File: src/rtl/s2qed_fetch_lockstep.sv
`default_nettype none
// ============================================================================
// Module   : s2qed_fetch_lockstep
// Purpose  : Shares one instruction-memory read port between two lockstep
//            cores and hands both the same word in the same cycle.
// Revision : 1.0  initial release
// ============================================================================
module s2qed_fetch_lockstep #(
  parameter int AW      = 32,
  parameter int DW      = 32,
  parameter int TIMEOUT = 15
) (
  input  logic          clk,
  input  logic          rst,
  input  logic          c0_req,
  input  logic [AW-1:0] c0_addr,
  input  logic          c1_req,
  input  logic [AW-1:0] c1_addr,
  output logic          c0_gnt,
  output logic          c1_gnt,
  output logic [DW-1:0] c0_rdata,
  output logic [DW-1:0] c1_rdata,
  output logic          mem_req,
  output logic [AW-1:0] mem_addr,
  input  logic          mem_ack,
  input  logic [DW-1:0] mem_rdata,
  output logic          mismatch,
  output logic          timeout,
  output logic [15:0]   fetch_cnt
);

  localparam int c_cnt_w = $clog2(TIMEOUT + 1);
  localparam logic [c_cnt_w-1:0] c_timeout = c_cnt_w'(TIMEOUT);

  typedef enum logic [2:0] {
    S_IDLE  = 3'd0,
    S_WAIT0 = 3'd1,
    S_WAIT1 = 3'd2,
    S_MEM   = 3'd3,
    S_RESP  = 3'd4,
    S_ERROR = 3'd5
  } state_t;

  state_t               r_state;
  logic [c_cnt_w-1:0]   r_wait_cnt;

  logic                 w_pair;
  logic                 w_addr_eq;
  logic                 w_drop;
  logic [c_cnt_w-1:0]   w_cnt_next;

  always_comb begin
    w_pair     = c0_req && c1_req;
    w_addr_eq  = (c0_addr == c1_addr);
    w_drop     = ((r_state == S_WAIT0) && !c0_req) ||
                 ((r_state == S_WAIT1) && !c1_req);
    w_cnt_next = r_wait_cnt + 1'b1;
  end

  always_ff @(posedge clk) begin
    if (rst) begin
      r_state    <= S_IDLE;
      r_wait_cnt <= '0;
      mem_req    <= 1'b0;
      mem_addr   <= '0;
      c0_gnt     <= 1'b0;
      c1_gnt     <= 1'b0;
      c0_rdata   <= '0;
      c1_rdata   <= '0;
      mismatch   <= 1'b0;
      timeout    <= 1'b0;
      fetch_cnt  <= '0;
    end else begin
      c0_gnt <= 1'b0;
      c1_gnt <= 1'b0;
      case (r_state)
        S_IDLE, S_WAIT0, S_WAIT1: begin
          if (w_drop) begin
            r_state <= S_IDLE;
          end else if (w_pair) begin
            // A partner arriving on the timeout cycle still wins here.
            if (w_addr_eq) begin
              r_state  <= S_MEM;
              mem_req  <= 1'b1;
              mem_addr <= c0_addr;
            end else begin
              r_state  <= S_ERROR;
              mismatch <= 1'b1;
            end
          end else if (r_state == S_IDLE) begin
            if (c0_req) begin
              r_state    <= S_WAIT0;
              r_wait_cnt <= '0;
            end else if (c1_req) begin
              r_state    <= S_WAIT1;
              r_wait_cnt <= '0;
            end
          end else if (w_cnt_next == c_timeout) begin
            r_state <= S_ERROR;
            timeout <= 1'b1;
          end else begin
            r_wait_cnt <= w_cnt_next;
          end
        end
        S_MEM: begin
          if (mem_ack) begin
            r_state   <= S_RESP;
            mem_req   <= 1'b0;
            c0_rdata  <= mem_rdata;
            c1_rdata  <= mem_rdata;
            c0_gnt    <= 1'b1;
            c1_gnt    <= 1'b1;
            fetch_cnt <= fetch_cnt + 16'd1;
          end
        end
        S_RESP: begin
          r_state <= S_IDLE;
        end
        S_ERROR: begin
          r_state <= S_ERROR;
        end
        default: begin
          r_state <= S_IDLE;
          mem_req <= 1'b0;
        end
      endcase
    end
  end

endmodule
`default_nettype wire

File: config.mk
export PLATFORM = sky130hd
export DESIGN_NAME = s2qed_fetch_lockstep
export DESIGN_NICKNAME = d
export VERILOG_FILES = /design/src/rtl/s2qed_fetch_lockstep.sv
export SDC_FILE = /design/constraint.sdc
export NUM_CORES = 1
export LEC_CHECK = 0
export ABC_AREA = 1
export ABC_CLOCK_PERIOD_IN_PS = 4200
export BUFFER_PORTS_ARGS = -buffer_cell sky130_fd_sc_hd__buf_2
export CELL_PAD_IN_SITES_DETAIL_PLACEMENT = 1
export CELL_PAD_IN_SITES_GLOBAL_PLACEMENT = 2
export CORE_ASPECT_RATIO = 0.6
export CORE_UTILIZATION = 25
export DETAILED_ROUTE_END_ITERATION = 12
export PLACE_DENSITY = 0.84
export SYNTH_ARGS = -nofsm -noshare
export SYNTH_HDL_FRONTEND = slang
export SYNTH_SLANG_ARGS = --single-unit
File: constraint.sdc
create_clock -name clk -period 4.2 [get_ports clk]
set_clock_uncertainty 0.05 [all_clocks]
set_input_delay 0.84 -clock clk [delete_from_list [all_inputs] [get_ports clk]]
set_output_delay 0.84 -clock clk [all_outputs]
set_load 0.03 [all_outputs]
==> flow_summary.yaml <==
yosys:
  synth-seq-area-share_pct: 40.7
  synthMostInstantiatedCell: "nor2_1"
  synth_warnings: 0
  synth_common_cells: "nor2_1 (158), nand2_1 (144), dfxtp_1 (91), inv_1 (81), o21ai_0 (43)"
  synth.area.top_cells: "dfxtp_1 (41%), nor2_1 (13%), nand2_1 (12%)"
  syn_inst: 664
  synth_cell_types: 31
  synth_flop_cell: "dfxtp_1"
  yosys.area.top_type_share_pct: 40.7
  ys_ff_latch: 91
  yosys.area.top_type: "dfxtp_1"
  synthesis.nets: 768
  syn_area_per_cell_sq_um: 6.75
  synthesis.area_sq_um: 4480
  synth_edf_count: 0
  synthArstFlopShare_pct: 0
place:
  place_congestion: 0.769
  hpwlAfterDp_um: 10500
  dp_slack_ps: 1100
  port_buffers: 217
sta:
  setup_tns_ps: 0
  setup_violations: 0
  rsz0062_at_grt: "false"
  layout_setup_ws_ps: 1520
  tightest_slew_ps: 871
  period_share_pct: 63.8
  relSlewSlack_pct: 41.6
  slew_violations: 0
  fmax_ghz: 0.373
  hold_viol_final: 0
  period_minus_slack_ps: 2680
critical_path:
  cp.buffers_inverters: 4
  cp_common_cell: "nor2_1"
  worstSetupPathType: "input pin to flop"
  endpoint_kind: "flop"
  critPathArrivalTime_ps: 2860
  path_delay_family: "buffers and inverters"
  path_cells: "buf_2 -> inv_1 -> nor2_8 -> clkinv_1 -> buf_4 -> nor2_1 -> nor2_1"
  cp-start-kind: "input pin"
  required_ps: 4380
  worstPathMaxFanout: 37
  cp_slowest_cell: "clkinv_1"
  slowest_delay_ps: 830
drt:
  viasPerCell: 4.13
  drt_first_iter_violations: 131
  drc: 0
  wl_per_cell_um: 12.5
  totalWireLength_um: 13600
  firstDrtPassIters: 4
  ant_nets: 0
  via_count: 4472
grt:
  grt_max_degree: 65
  grt_usage_pct: 14.9
  grt_pass1_vias: 4274
  grt_overflow: 0
  antenna_found_initial: 2
  grt_pass1_wl_um: 22100
die:
  ios: 218
  die_h_um: 106
  die_area_sq_um: 18500
  start_util_pct: 25.9
  die_width_um: 175
  std_cell_rows: 37
  core_sq_um: 17300
run_status:
  status: "finished, final reports clean"
cells_and_area:
  nFillCells: 2269
  syn2layout_area_growth_pct: 30.6
  drive_above_1_share_pct: 30.2
  nets: 947
clock_network:
  post_cts_buffers: 0
  cts_buffer_depth: 2
  path_clk_slew_ps: 70
  numCtsBuffers: 9
  hold_buffers: 0
  tritoncts: "built"
  cts-root-buf: "clkbuf_16"
  clock_sink_count: 91
  post_cts_resized: 0
  htreeDepth: 3
  clk_latency_ps: 340
power_and_ir_drop:
  power.total_w: 0.00220
  ir_drop_uv: 153
  power_density_nw_per_um2: 375
  p_leak_nw: 3.26
job:
  cap_viol_max_count: 0
hold_path:
  hold_class: "flop to flop"
-- sequential cells by signal, indices dropped and copies added, names as in the netlist --
signal,count
r_wait_cnt,4
fetch_cnt,16
r_state,3
mismatch,1
mem_addr,32
c1_gnt,1
timeout,1
mem_req,1
c1_rdata,32
-- per-layer routing --
layer / vias up / global-route usage, % / part of all wire, %
li1: 2339 / - / -
met1: 2001 / 21.5 / 52
met2: 120 / 21.3 / 41
met3: 10 / 5.01 / 6.4
met4: 2 / 2.80 / 0.71
met5: - / 0 / 0.096
-- worst register-to-register path: stages (launching register included) --
cell and delay [ps]:
dfxtp_1 460, nand3_2 190, nor2_8 420, clkinv_1 840, buf_4 450, nor2_1 90, nor2_1 50
-- per-stage QoR --
stage / utilization (%) / hold slack (ps) / std cells / area (sq um)
2_1_floorplan: - / 404 / 664 / 4480
3_3_place_gp: 32.2 / 403 / 1066 / 5570
3_5_place_dp: 32.2 / 414 / 1066 / 5570
4_1_cts: 33.8 / 434 / 1082 / 5850
5_1_grt: 33.8 / 460 / 1082 / 5850
6_report: 33.8 / 432 / 1083 / 5850
-- logic make-up (layout without fill, tap and decap cells) --
group           Yosys count  after routing  synth area share (%)
simple gates            334            334                  30.7
other cells               0              1                     0
xor+xnor                 27             27                  5.28
fa+ha+maj                 3              3                 0.838
compound gates           71             71                  8.10
flops                    91             91                  40.7
buf+inv                 138            322                  14.4
-- cell type report --
type | instances | area [sq um] | area share [%]
diodes | 1 | 2.50 | 0.0428
clock buffers | 9 | 225 | 3.85
clock inverters | 7 | 57.6 | 0.984
inverters | 84 | 315 | 5.39
multi-input cells | 435 | 2010 | 34.4
flip-flops and latches | 91 | 1820 | 31.1
well taps | 234 | 293 | 5.00
repair buffers | 222 | 1120 | 19.2
-- where the power goes --
group	internal [W]	total (W)	switching, W	leakage (nW)
sequential	0.000902	0.000944	0.0000422	0.734
combinational	0.000154	0.000459	0.000305	2.39
clock	0.000411	0.000794	0.000382	0.135
total	0.00147	0.00220	0.000730	3.26
-- cell usage in the layout (no fill, tap or decap), drive strengths merged --
cell and n:
or2 2, buf 222, a31oi 1, nand4 3, ha 3, nand2 146, o21ai 47, inv 87
nor2 164, nand3 13, diode 1, xor2 2, nor3 6, dfxtp 91, clkinvlp 2, a21oi 22
o21a 1, xnor2 25, clkbuf 9, clkinv 2
-- final timing paths --
kind,start,end,slack [ps],depth (start not counted)
max,mem_ack,c1_rdata[13],1520,7
min,mismatch,mismatch,430,2
max reg2reg,r_state[0],c1_rdata[13],1540,6
min reg2reg,mismatch,mismatch,430,2
(Power assumes the default switching activity.)
